`src/rtl/fixed_prior_arb_pkg.sv`:
```
// -----------------------------------------------------------------------------
// fixed_prior_arb_pkg
// Shared constants and helpers for the fixed-priority arbiter.
//   ARB_DEFAULT_N : default number of requesters.
//   ARB_MAX_N     : widest requester vector the normalisation helper handles.
//   norm_prio()   : reduces a priority vector to one-hot (lowest set bit wins,
//                   an all-zero vector maps to bit 0).
// -----------------------------------------------------------------------------
package fixed_prior_arb_pkg;

  localparam int ARB_DEFAULT_N = 4;
  localparam int ARB_MAX_N     = 64;

  // Isolate the lowest set bit with x & -x; an empty vector falls back to bit 0.
  function automatic logic [ARB_MAX_N-1:0] norm_prio(input logic [ARB_MAX_N-1:0] prio_in);
    logic [ARB_MAX_N-1:0] low_bit;
    low_bit = prio_in & (~prio_in + {{(ARB_MAX_N-1){1'b0}}, 1'b1});
    if (prio_in == {ARB_MAX_N{1'b0}}) begin
      norm_prio = {{(ARB_MAX_N-1){1'b0}}, 1'b1};
    end else begin
      norm_prio = low_bit;
    end
  endfunction

endpackage

```
`src/rtl/fixed_prior_arbiter_give_if.sv`:
```
// -----------------------------------------------------------------------------
// fixed_prior_arbiter_give_if
// Request/grant bundle between requesters and the arbiter.
//   req    : request vector, bit i = requester i
//   enable : arbitration enable
//   prio   : one-hot highest-priority position (normalised inside the arbiter)
//   gnt    : registered one-hot grant
//   valid  : registered, high iff gnt is non-zero
// Modports: master drives requests, slave (the arbiter) drives gnt/valid.
// -----------------------------------------------------------------------------
interface fixed_prior_arbiter_give_if
  import fixed_prior_arb_pkg::*;
#(
  parameter int N = ARB_DEFAULT_N
) ();

  logic [N-1:0] req;
  logic         enable;
  logic [N-1:0] prio;
  logic [N-1:0] gnt;
  logic         valid;

  modport master (
    output req,
    output enable,
    output prio,
    input  gnt,
    input  valid
  );

  modport slave (
    input  req,
    input  enable,
    input  prio,
    output gnt,
    output valid
  );

endinterface

```
`src/rtl/prior_arb_comb.sv`:
```
// -----------------------------------------------------------------------------
// prior_arb_comb
// Purely combinational rotating-priority pick.
//   i_req : request vector
//   i_p   : one-hot highest-priority position (must already be normalised)
//   o_g   : one-hot grant, zero when i_req is zero
// The request vector is doubled so the borrow from subtracting p ripples up
// through non-requesting positions and wraps past bit N-1 into the upper copy;
// the first requester at or above p is the one bit the borrow clears.
// -----------------------------------------------------------------------------
module prior_arb_comb #(
  parameter int N = 4
) (
  input  logic [N-1:0] i_req,
  input  logic [N-1:0] i_p,
  output logic [N-1:0] o_g
);

  logic [2*N-1:0] w_dbl;
  logic [2*N-1:0] w_sub;
  logic [2*N-1:0] w_d;

  assign w_dbl = {i_req, i_req};
  assign w_sub = w_dbl - {{N{1'b0}}, i_p};
  assign w_d   = w_dbl & ~w_sub;
  // A hit lands in the lower copy, or in the upper copy after wrap-around.
  assign o_g   = w_d[N-1:0] | w_d[2*N-1:N];

endmodule

```
`src/rtl/fixed_prior_arbiter_give.sv`:
```
// -----------------------------------------------------------------------------
// fixed_prior_arbiter_give
// N-way fixed-priority arbiter with run-time selectable highest priority.
//   clk : system clock, rising edge
//   rst : asynchronous active-high reset (clears gnt/valid immediately)
//   arb : fixed_prior_arbiter_give_if.slave (req, enable, prio in; gnt, valid out)
// Grant and valid are registered: one cycle latency from sampled inputs.
// Optional build macro FIXED_PRIOR_ARB_HOLD_EN: a granted requester keeps its
// grant while it continues requesting and enable stays high.
// -----------------------------------------------------------------------------
module fixed_prior_arbiter_give
  import fixed_prior_arb_pkg::*;
#(
  parameter int N = ARB_DEFAULT_N
) (
  input logic                       clk,
  input logic                       rst,
  fixed_prior_arbiter_give_if.slave arb
);

  logic [ARB_MAX_N-1:0] w_prio_ext;
  logic [N-1:0]         w_p;
  logic [N-1:0]         w_g;
  logic                 w_hold;
  logic [N-1:0]         w_gnt_nxt;
  logic                 w_valid_nxt;
  logic [N-1:0]         r_gnt;
  logic                 r_valid;

  assign w_prio_ext = ARB_MAX_N'(arb.prio);
  assign w_p        = N'(norm_prio(w_prio_ext));

  prior_arb_comb #(
    .N (N)
  ) u_comb (
    .i_req (arb.req),
    .i_p   (w_p),
    .o_g   (w_g)
  );

`ifdef FIXED_PRIOR_ARB_HOLD_EN
  // The current owner is still requesting: keep its grant regardless of prio.
  assign w_hold = |(r_gnt & arb.req);
`else
  assign w_hold = 1'b0;
`endif

  // Next grant: the lock, a fresh pick, or nothing when arbitration is disabled.
  always_comb begin
    w_gnt_nxt = {N{1'b0}};
    if (arb.enable) begin
      if (w_hold) begin
        w_gnt_nxt = r_gnt;
      end else begin
        w_gnt_nxt = w_g;
      end
    end else begin
      w_gnt_nxt = {N{1'b0}};
    end
    w_valid_nxt = |w_gnt_nxt;
  end

  // Output registers, cleared asynchronously by rst.
  always_ff @(posedge clk or posedge rst) begin
    if (rst) begin
      r_gnt   <= {N{1'b0}};
      r_valid <= 1'b0;
    end else begin
      r_gnt   <= w_gnt_nxt;
      r_valid <= w_valid_nxt;
    end
  end

  assign arb.gnt   = r_gnt;
  assign arb.valid = r_valid;

endmodule

```
`src/flat_wrapper.sv`:
```
// flat-port wrapper written by rule: the top's interface ports become plain ports
module fixed_prior_arbiter_give_flat import fixed_prior_arb_pkg::*;
#(
  parameter int N = ARB_DEFAULT_N
)
  (clk, rst, arb_req, arb_enable, arb_prio, arb_gnt, arb_valid);
  fixed_prior_arbiter_give_if #(.N(N)) arb_i ();
  input logic clk;
  input logic rst;
  input wire logic [$bits(arb_i.req)-1:0] arb_req;
  input wire logic [$bits(arb_i.enable)-1:0] arb_enable;
  input wire logic [$bits(arb_i.prio)-1:0] arb_prio;
  output wire logic [$bits(arb_i.gnt)-1:0] arb_gnt;
  output wire logic [$bits(arb_i.valid)-1:0] arb_valid;
  assign arb_i.req = arb_req;
  assign arb_i.enable = arb_enable;
  assign arb_i.prio = arb_prio;
  assign arb_gnt = arb_i.gnt;
  assign arb_valid = arb_i.valid;
  fixed_prior_arbiter_give #(.N(N)) u_core (.clk(clk), .rst(rst), .arb(arb_i));
endmodule
```
`config.mk`:
```
export PLATFORM = sky130hd
export DESIGN_NAME = fixed_prior_arbiter_give_flat
export DESIGN_NICKNAME = d
export VERILOG_FILES = /design/src/rtl/fixed_prior_arb_pkg.sv /design/src/rtl/fixed_prior_arbiter_give_if.sv /design/src/rtl/prior_arb_comb.sv /design/src/rtl/fixed_prior_arbiter_give.sv /design/src/flat_wrapper.sv
export SDC_FILE = /design/constraint.sdc
export NUM_CORES = 1
export LEC_CHECK = 0
export ABC_AREA = 1
export ABC_CLOCK_PERIOD_IN_PS = 830
export BUFFER_PORTS_ARGS = -buffer_cell sky130_fd_sc_hd__buf_2
export CAP_MARGIN = 25
export CORE_AREA = 5 5 42 44
export CTS_BUF_LIST = sky130_fd_sc_hd__clkbuf_4 sky130_fd_sc_hd__clkbuf_8
export CTS_CLUSTER_DIAMETER = 150
export DETAILED_ROUTE_END_ITERATION = 7
export DIE_AREA = 0 0 47 49
export PLACE_DENSITY = 0.7
export REMOVE_ABC_BUFFERS = 1
export SLEW_MARGIN = 10
export SYNTH_ARGS = -nofsm -noshare
export SYNTH_HDL_FRONTEND = slang
export SYNTH_SLANG_ARGS = --single-unit
```
`constraint.sdc`:
```
create_clock -name clk -period 0.83 [get_ports clk]
set_input_delay 0.2075 -clock clk [delete_from_list [all_inputs] [get_ports clk]]
set_output_delay 0.2075 -clock clk [all_outputs]
set_load 0.01 [all_outputs]
```
==> results of run 1 <==
## cell families (layout without fill, tap and decap cells)
group | after synthesis | after routing
compound gates | 3 | 3
xor+xnor | 1 | 1
fa+ha+maj | 5 | 5
flops | 5 | 5
buf+inv | 19 | 53
simple gates | 36 | 36
## power breakdown
group | switching, W | leakage, nW | total, W | internal, W
Sequential | 0.00000486 | 0.0652 | 0.000270 | 0.000265
Combinational | 0.000199 | 0.387 | 0.000404 | 0.000206
Clock | 0.0000916 | 0.0184 | 0.000305 | 0.000214
## Yosys cell counts, drive strengths merged
master | n | area share [%]
clkinvlp | 1 | 1.6
nor2 | 6 | 5.3
fa | 1 | 4.3
nand2 | 21 | 20
clkinv | 2 | 1.6
xnor2 | 1 | 1.9
nand3 | 9 | 12
ha | 4 | 11
inv | 16 | 13
o21ai | 1 | 1.1
dfrtp | 5 | 27
a21oi | 1 | 1.1
o211ai | 1 | 1.6
## final cells by class
type	instances	area (sq um)	area share, %
multi-input combinational	45	368	43.3
tap	16	20.0	2.36
sequential	5	125	14.7
timing repair buffer	30	229	27.0
clock buffer	4	30.0	3.53
inverter	19	77.6	9.13
## layer usage
| metal | routed length (um) | vias to the layer above | global-route usage [%] |
|---|---|---|---|
| li1 | - | 272 | - |
| met3 | 88 | 2 | 1.11 |
| met2 | 716 | 17 | 20.1 |
| met4 | 17 | 0 | 5.53 |
| met1 | 400 | 236 | 9.93 |
| met5 | 0 | - | 0 |
## what timing repair did
item,CTS,global route
hold buffers,1,0
endpoints found under the setup margin,10,10
pin swaps,14,14
endpoints found under the hold margin,5,0
gates resized for setup,17,13
buffers inserted,2,0
## sequential cells by signal, indices dropped and copies added, names as in the netlist
register / cells
u_core.arb.valid: 1
u_core.arb.gnt: 4
## through the flow
step | utilization [%] | instance area (sq um) | hold slack (ns) | worst slack [ns] | instances
finish | 60.6 | 850 | 0.331 | -0.499 | 119
global placement | 46.8 | 656 | 0.0992 | -0.779 | 112
CTS | 55.7 | 781 | 0.308 | -0.480 | 119
global route | 60.6 | 850 | 0.348 | -0.621 | 119
floorplan | - | 470 | -0.0140 | -0.627 | 69
detailed placement | 46.8 | 656 | 0.111 | -0.808 | 112
## how the worst max path moves through the flow
| stage | startpoint | slack [ns] | depth (start not counted) | to |
|---|---|---|---|---|
| 6_report | arb_prio[1] | -0.50 | 11 | u_core.arb.valid |
| 5_1_grt | arb_prio[1] | -0.62 | 13 | u_core.arb.valid |
| 4_1_cts | arb_prio[1] | -0.48 | 13 | u_core.arb.valid |
| 3_5_place_dp | arb_prio[1] | -0.81 | 13 | u_core.arb.valid |
| 3_3_place_gp | arb_prio[1] | -0.78 | 13 | u_core.arb.valid |
| 2_1_floorplan | arb_prio[3] | -0.63 | 12 | u_core.arb.valid |
==> summary.md, run 1 <==
* 0 — total count of hold-check failures in the final report
* -0.499 ns — smallest setup slack after layout
* 14.9% — share of synthesized cell area in full adder, half adder and majority cells
* 910 um — Detailed Place HPWL
* 0.95 ns — data required time of the critical path
* sky130_fd_sc_hd__buf_4 (14), sky130_fd_sc_hd__nand2_1 (11), sky130_fd_sc_hd__buf_2 (10), sky130_fd_sc_hd__nand2_2 (9), sky130_fd_sc_hd__inv_1 (9) — most used cells in the layout excluding fill and tap cells
* 5 — Yosys reg bits
* 33.6% — starting density of the core
* primary input to flop — Crit Path Class
* sky130_fd_sc_hd__clkbuf_4 — clock root buffer
* 131 — Filler Cell Count
* simple AND/OR/NAND/NOR gates — dominant combinational cell family by area after synthesis
* 160% — crit share post-route
* 0.000980 W — final total power
* 470 sq um — combined area of all synthesized cells
* buf_8, buf_4, nand2_4, inv_2, fa_2, o211ai_1, nand2_1, nand3_2, nand2_1, inv_1, nand3_2 — Cell Chain, Critical Path
* 6.82 sq um — average instance area after synthesis
* 5 — violation count after the first detailed-routing iteration
* arb_enable — source of the worst hold timing path
* 1.86% — Synth Area in XOR/XNOR
* 4 — hold path cells
* 0 — global route total overflow
* 0.000436 V — maximum vdd drop
* 0.752 GHz — maximum clock frequency
* 0.470 nW — leakage power
* 2 — clk buf depth
* 1150 nW/um^2 — PD cells
* 1220 um — Total Routed Length
* 17 — number of unique standard cell types used by synthesis
* 0 — number of antenna repair diodes
* 47 um — die width
* 2300 sq um — area enclosed by the die boundary
* 1.33 ns — final worst path period need
* 0 — drc violations
* 16 — I/O pins
* flop — Worst setup EP type
* 0 — number of antenna violations at the first check in global routing
* 0.04 ns — Reg clk slew, reported paths
* 0 — max-capacitance violation count
* 14 — number of rows in the core area
* 1400 sq um — placeable core area
* 0.181 ns — Least-Margin Pin Slew
* true — unrepaired setup endpoints after global routing
* 0 — Routed Antenna Nets
* adder cells — cell class contributing the biggest share of worst-path delay
* 62.1% — layout cell share with drive strength beyond 1
* finished, violations left — outcome
* 1760 um — wire length of the first global-routing pass
* sky130_fd_sc_hd__buf_4 — leading cell type in the layout, fill and taps excluded
* 49 um — Die Span Y
* yes — TritonCTS clock tree
* 0 — final count of pins violating max slew
* 10 — count of endpoints failing setup in the final report
* 4 — number of detailed-routing iterations run before antenna repair
* 6 — pin count of the biggest net entering global routing
* 0.875 — final weighted congestion in routability-driven placement
* 3 — number of clock buffers inserted by TritonCTS
* 120 — fin nets
* sky130_fd_sc_hd__fa_2 — slowest cell on the critical path
* u_core.arb.gnt[0] — Worst Hold End
* 69 — gate count after technology mapping
* 4.43 — average via count per standard cell
* -2.56 ns — setup TNS after final layout
* primary input to flop — Hold Crit Class
* 5 — CTS Sinks
* 0% — mux contribution to synthesized area
* 487 — vias in the first global route
* 527 — Vias
* 3.72% — Synth Area in Compound Gates
* 1 — H-tree depth
* 10.3 um — wire per inst
* 3 — maximum net fanout on the critical path
* 87.9% — Worst slew margin
* 10.5% — total global-route track usage
* 37.0% — post-synthesis share of cell area spent on and, or, nand and nor gates
* 4 — WP buf/inv
* 15 — number of buffers added on ports
* 0.39 ns — CP max stage delay
* primary input — startpoint class of the critical path
* 0 — number of warnings issued by yosys
* 1.45 ns — arrival time at the worst endpoint
* 26.6% — post-synthesis sequential area ratio
* setup timing — failing checks
* 80.6% — post-synthesis to final-layout area growth
Power figures use the tool's default switching activity.
==> inputs of run 2 (changes only) <==
ABC_CLOCK_PERIOD_IN_PS = 1520   (was 830)
clock period = 1.52 ns   (was 0.83 ns; I/O delays follow)
==> summary.md, run 2 (same netlist as run 1, synthesis figures left out) <==
* finished, final reports clean — outcome
* 0 — global route total overflow, unchanged
* sky130_fd_sc_hd__nand2_1 — leading cell type in the layout, fill and taps excluded
* 4 — Largest register FFs, unchanged
* 656 nW/um^2 — PD cells, -43%
* 0 — number of antenna violations at the first check in global routing, unchanged
* 117 — fin nets, -2.5%
* 0.450 nW — leakage power, -4.4%
* flop — Worst setup EP type
* arb_prio[0] — Crit. Startpoint
* 0.664 GHz — maximum clock frequency
* 99.1% — crit share post-route
* 0 — total count of hold-check failures in the final report, unchanged
* 0 ns — setup TNS after final layout, +2.56 ns
* 1 — number of detailed-routing iterations run before antenna repair, -3
* 0 — count of endpoints failing setup in the final report, -10
* 12 — Crit. path cell count, +1
* 4 — maximum net fanout on the critical path, +1
* 33.6% — starting density of the core, unchanged
* primary input — startpoint class of the critical path
* 905 um — Detailed Place HPWL, -0.55%
* sky130_fd_sc_hd__fa_2 — slowest cell on the critical path
* 1.62 ns — arrival time at the worst endpoint, +0.17 ns
* 0.210 ns — Least-Margin Pin Slew, +0.0292 ns
* 510 — Vias, -3.2%
* 1400 sq um — placeable core area, unchanged
* primary input to asynchronous set/reset pin — Hold Crit Class
* 1810 um — wire length of the first global-routing pass, +3.1%
* 0 — max-capacitance violation count, unchanged
* 2 — clk buf depth, unchanged
* 5 — CTS Sinks, unchanged
* 15 — number of buffers added on ports, unchanged
* 9.45 um — wire per inst, -8.0%
* 4.40 — average via count per standard cell, -0.72%
* 62.0% — post-synthesis to final-layout area growth
* 1100 um — Total Routed Length, -10%
* 0 — final count of pins violating max slew, unchanged
* 86.0% — Worst slew margin, -1.9 points
* 47 um — die width, unchanged
* 511 — vias in the first global route, +4.9%
* 0 — number of antenna repair diodes, unchanged
* 16 — I/O pins, unchanged
* 10.1% — total global-route track usage, -0.43 points
* 14 — number of rows in the core area, unchanged
* 1 — H-tree depth, unchanged
* true — unrepaired setup endpoints after global routing
* 0.38 ns — CP max stage delay, about the same
* u_core.arb.valid — endpoint of the most critical setup path
* 0.0136 ns — smallest setup slack after layout, +0.513 ns
* 6 — pin count of the biggest net entering global routing, unchanged
* 1.51 ns — final worst path period need
* 53.0% — layout cell share with drive strength beyond 1, -9.1 points
* primary input to flop — Crit Path Class
* 1.64 ns — data required time of the critical path, +0.69 ns
* sky130_fd_sc_hd__nand2_1 (13), sky130_fd_sc_hd__inv_1 (12), sky130_fd_sc_hd__buf_4 (12), sky130_fd_sc_hd__buf_2 (11), sky130_fd_sc_hd__nand2_2 (8) — most used cells in the layout excluding fill and tap cells
* sky130_fd_sc_hd__clkbuf_4 — clock root buffer
* -0.307 ns — dpl ws, +0.501 ns
* 0.000236 V — maximum vdd drop, -46%
* yes — TritonCTS clock tree
* 0.04 ns — Reg clk slew, reported paths, about the same
* 0 — drc violations, unchanged
* 4 — WP buf/inv, unchanged
* 49 um — Die Span Y, unchanged
* 3 — number of clock buffers inserted by TritonCTS, unchanged
* 0 — Routed Antenna Nets, unchanged
* buf_6, inv_2, nand2_2, nand2_2, inv_2, fa_2, o211ai_1, nand2_1, nand3_2, nand2_2, inv_2, nand3_2 — Cell Chain, Critical Path
* simple AND/OR/NAND/NOR gates — cell class contributing the biggest share of worst-path delay
* 2300 sq um — area enclosed by the die boundary, unchanged
* 0.000500 W — final total power, -49%
* 0.0334 ns — hold slack final, -0.298 ns
* 0.849 — final weighted congestion in routability-driven placement, -2.9%
* 0 — violation count after the first detailed-routing iteration, -5
==> run 2: power by group <==
| group | total (W) | internal, W | leakage, nW | switching (W) |
|---|---|---|---|---|
| Sequential | 0.000147 | 0.000145 | 0.0652 | 0.00000195 |
| Clock | 0.000163 | 0.000117 | 0.0184 | 0.0000462 |
| Combinational | 0.000190 | 0.0000932 | 0.366 | 0.0000972 |
| Total | 0.000500 | 0.000354 | 0.450 | 0.000145 |
==> run 2: stage by stage <==
| step | util [%] | cell area, sq um | cells |
|---|---|---|---|
| 2_1_floorplan | - | 470 | 69 |
| 3_3_place_gp | 46.3 | 648 | 111 |
| 3_5_place_dp | 46.3 | 648 | 111 |
| 4_1_cts | 49.5 | 693 | 115 |
| 5_1_grt | 54.4 | 762 | 116 |
| 6_report | 54.4 | 762 | 116 |
==> run 2: layout make-up <==
class | instances | area [sq um]
clock buffers | 4 | 30.0
multi-input cells | 45 | 314
flip-flops and latches | 5 | 125
well taps | 16 | 20.0
repair buffers | 27 | 198
inverters | 19 | 75.1
fillers | 149 | 639
==> run 2: metal layers <==
metal | vias up | track usage, % | part of all wire [%]
li1 | 267 | - | -
met1 | 220 | 11.7 | 35
met2 | 19 | 16.5 | 53
met3 | 4 | 1.85 | 9.1
met4 | 0 | 5.53 | 3.1
met5 | - | 0 | 0
==> run 2: what timing repair did <==
| action | 4_1_cts | 5_1_grt |
|---|---|---|
| gates cloned | 0 | 0 |
| resized for setup | 2 | 16 |
| setup buffers | 0 | 1 |
| pin swaps | 0 | 10 |
| setup endpoints to repair | 2 | 5 |
| hold buffers | 0 | 0 |
==> run 2: how the worst min path moves through the flow <==
| stage | end | slack (ns) | cells after the start | startpoint |
|---|---|---|---|---|
| 5_1_grt | u_core.arb.gnt[0] | 0.05 | 2 | rst |
| 3_3_place_gp | u_core.arb.gnt[0] | 0.27 | 2 | rst |
| 3_5_place_dp | u_core.arb.gnt[0] | 0.28 | 2 | rst |
| 4_1_cts | u_core.arb.gnt[3] | 0.04 | 2 | rst |
| 6_report | u_core.arb.gnt[0] | 0.03 | 2 | rst |
| 2_1_floorplan | u_core.arb.gnt[0] | 0.16 | 1 | rst |
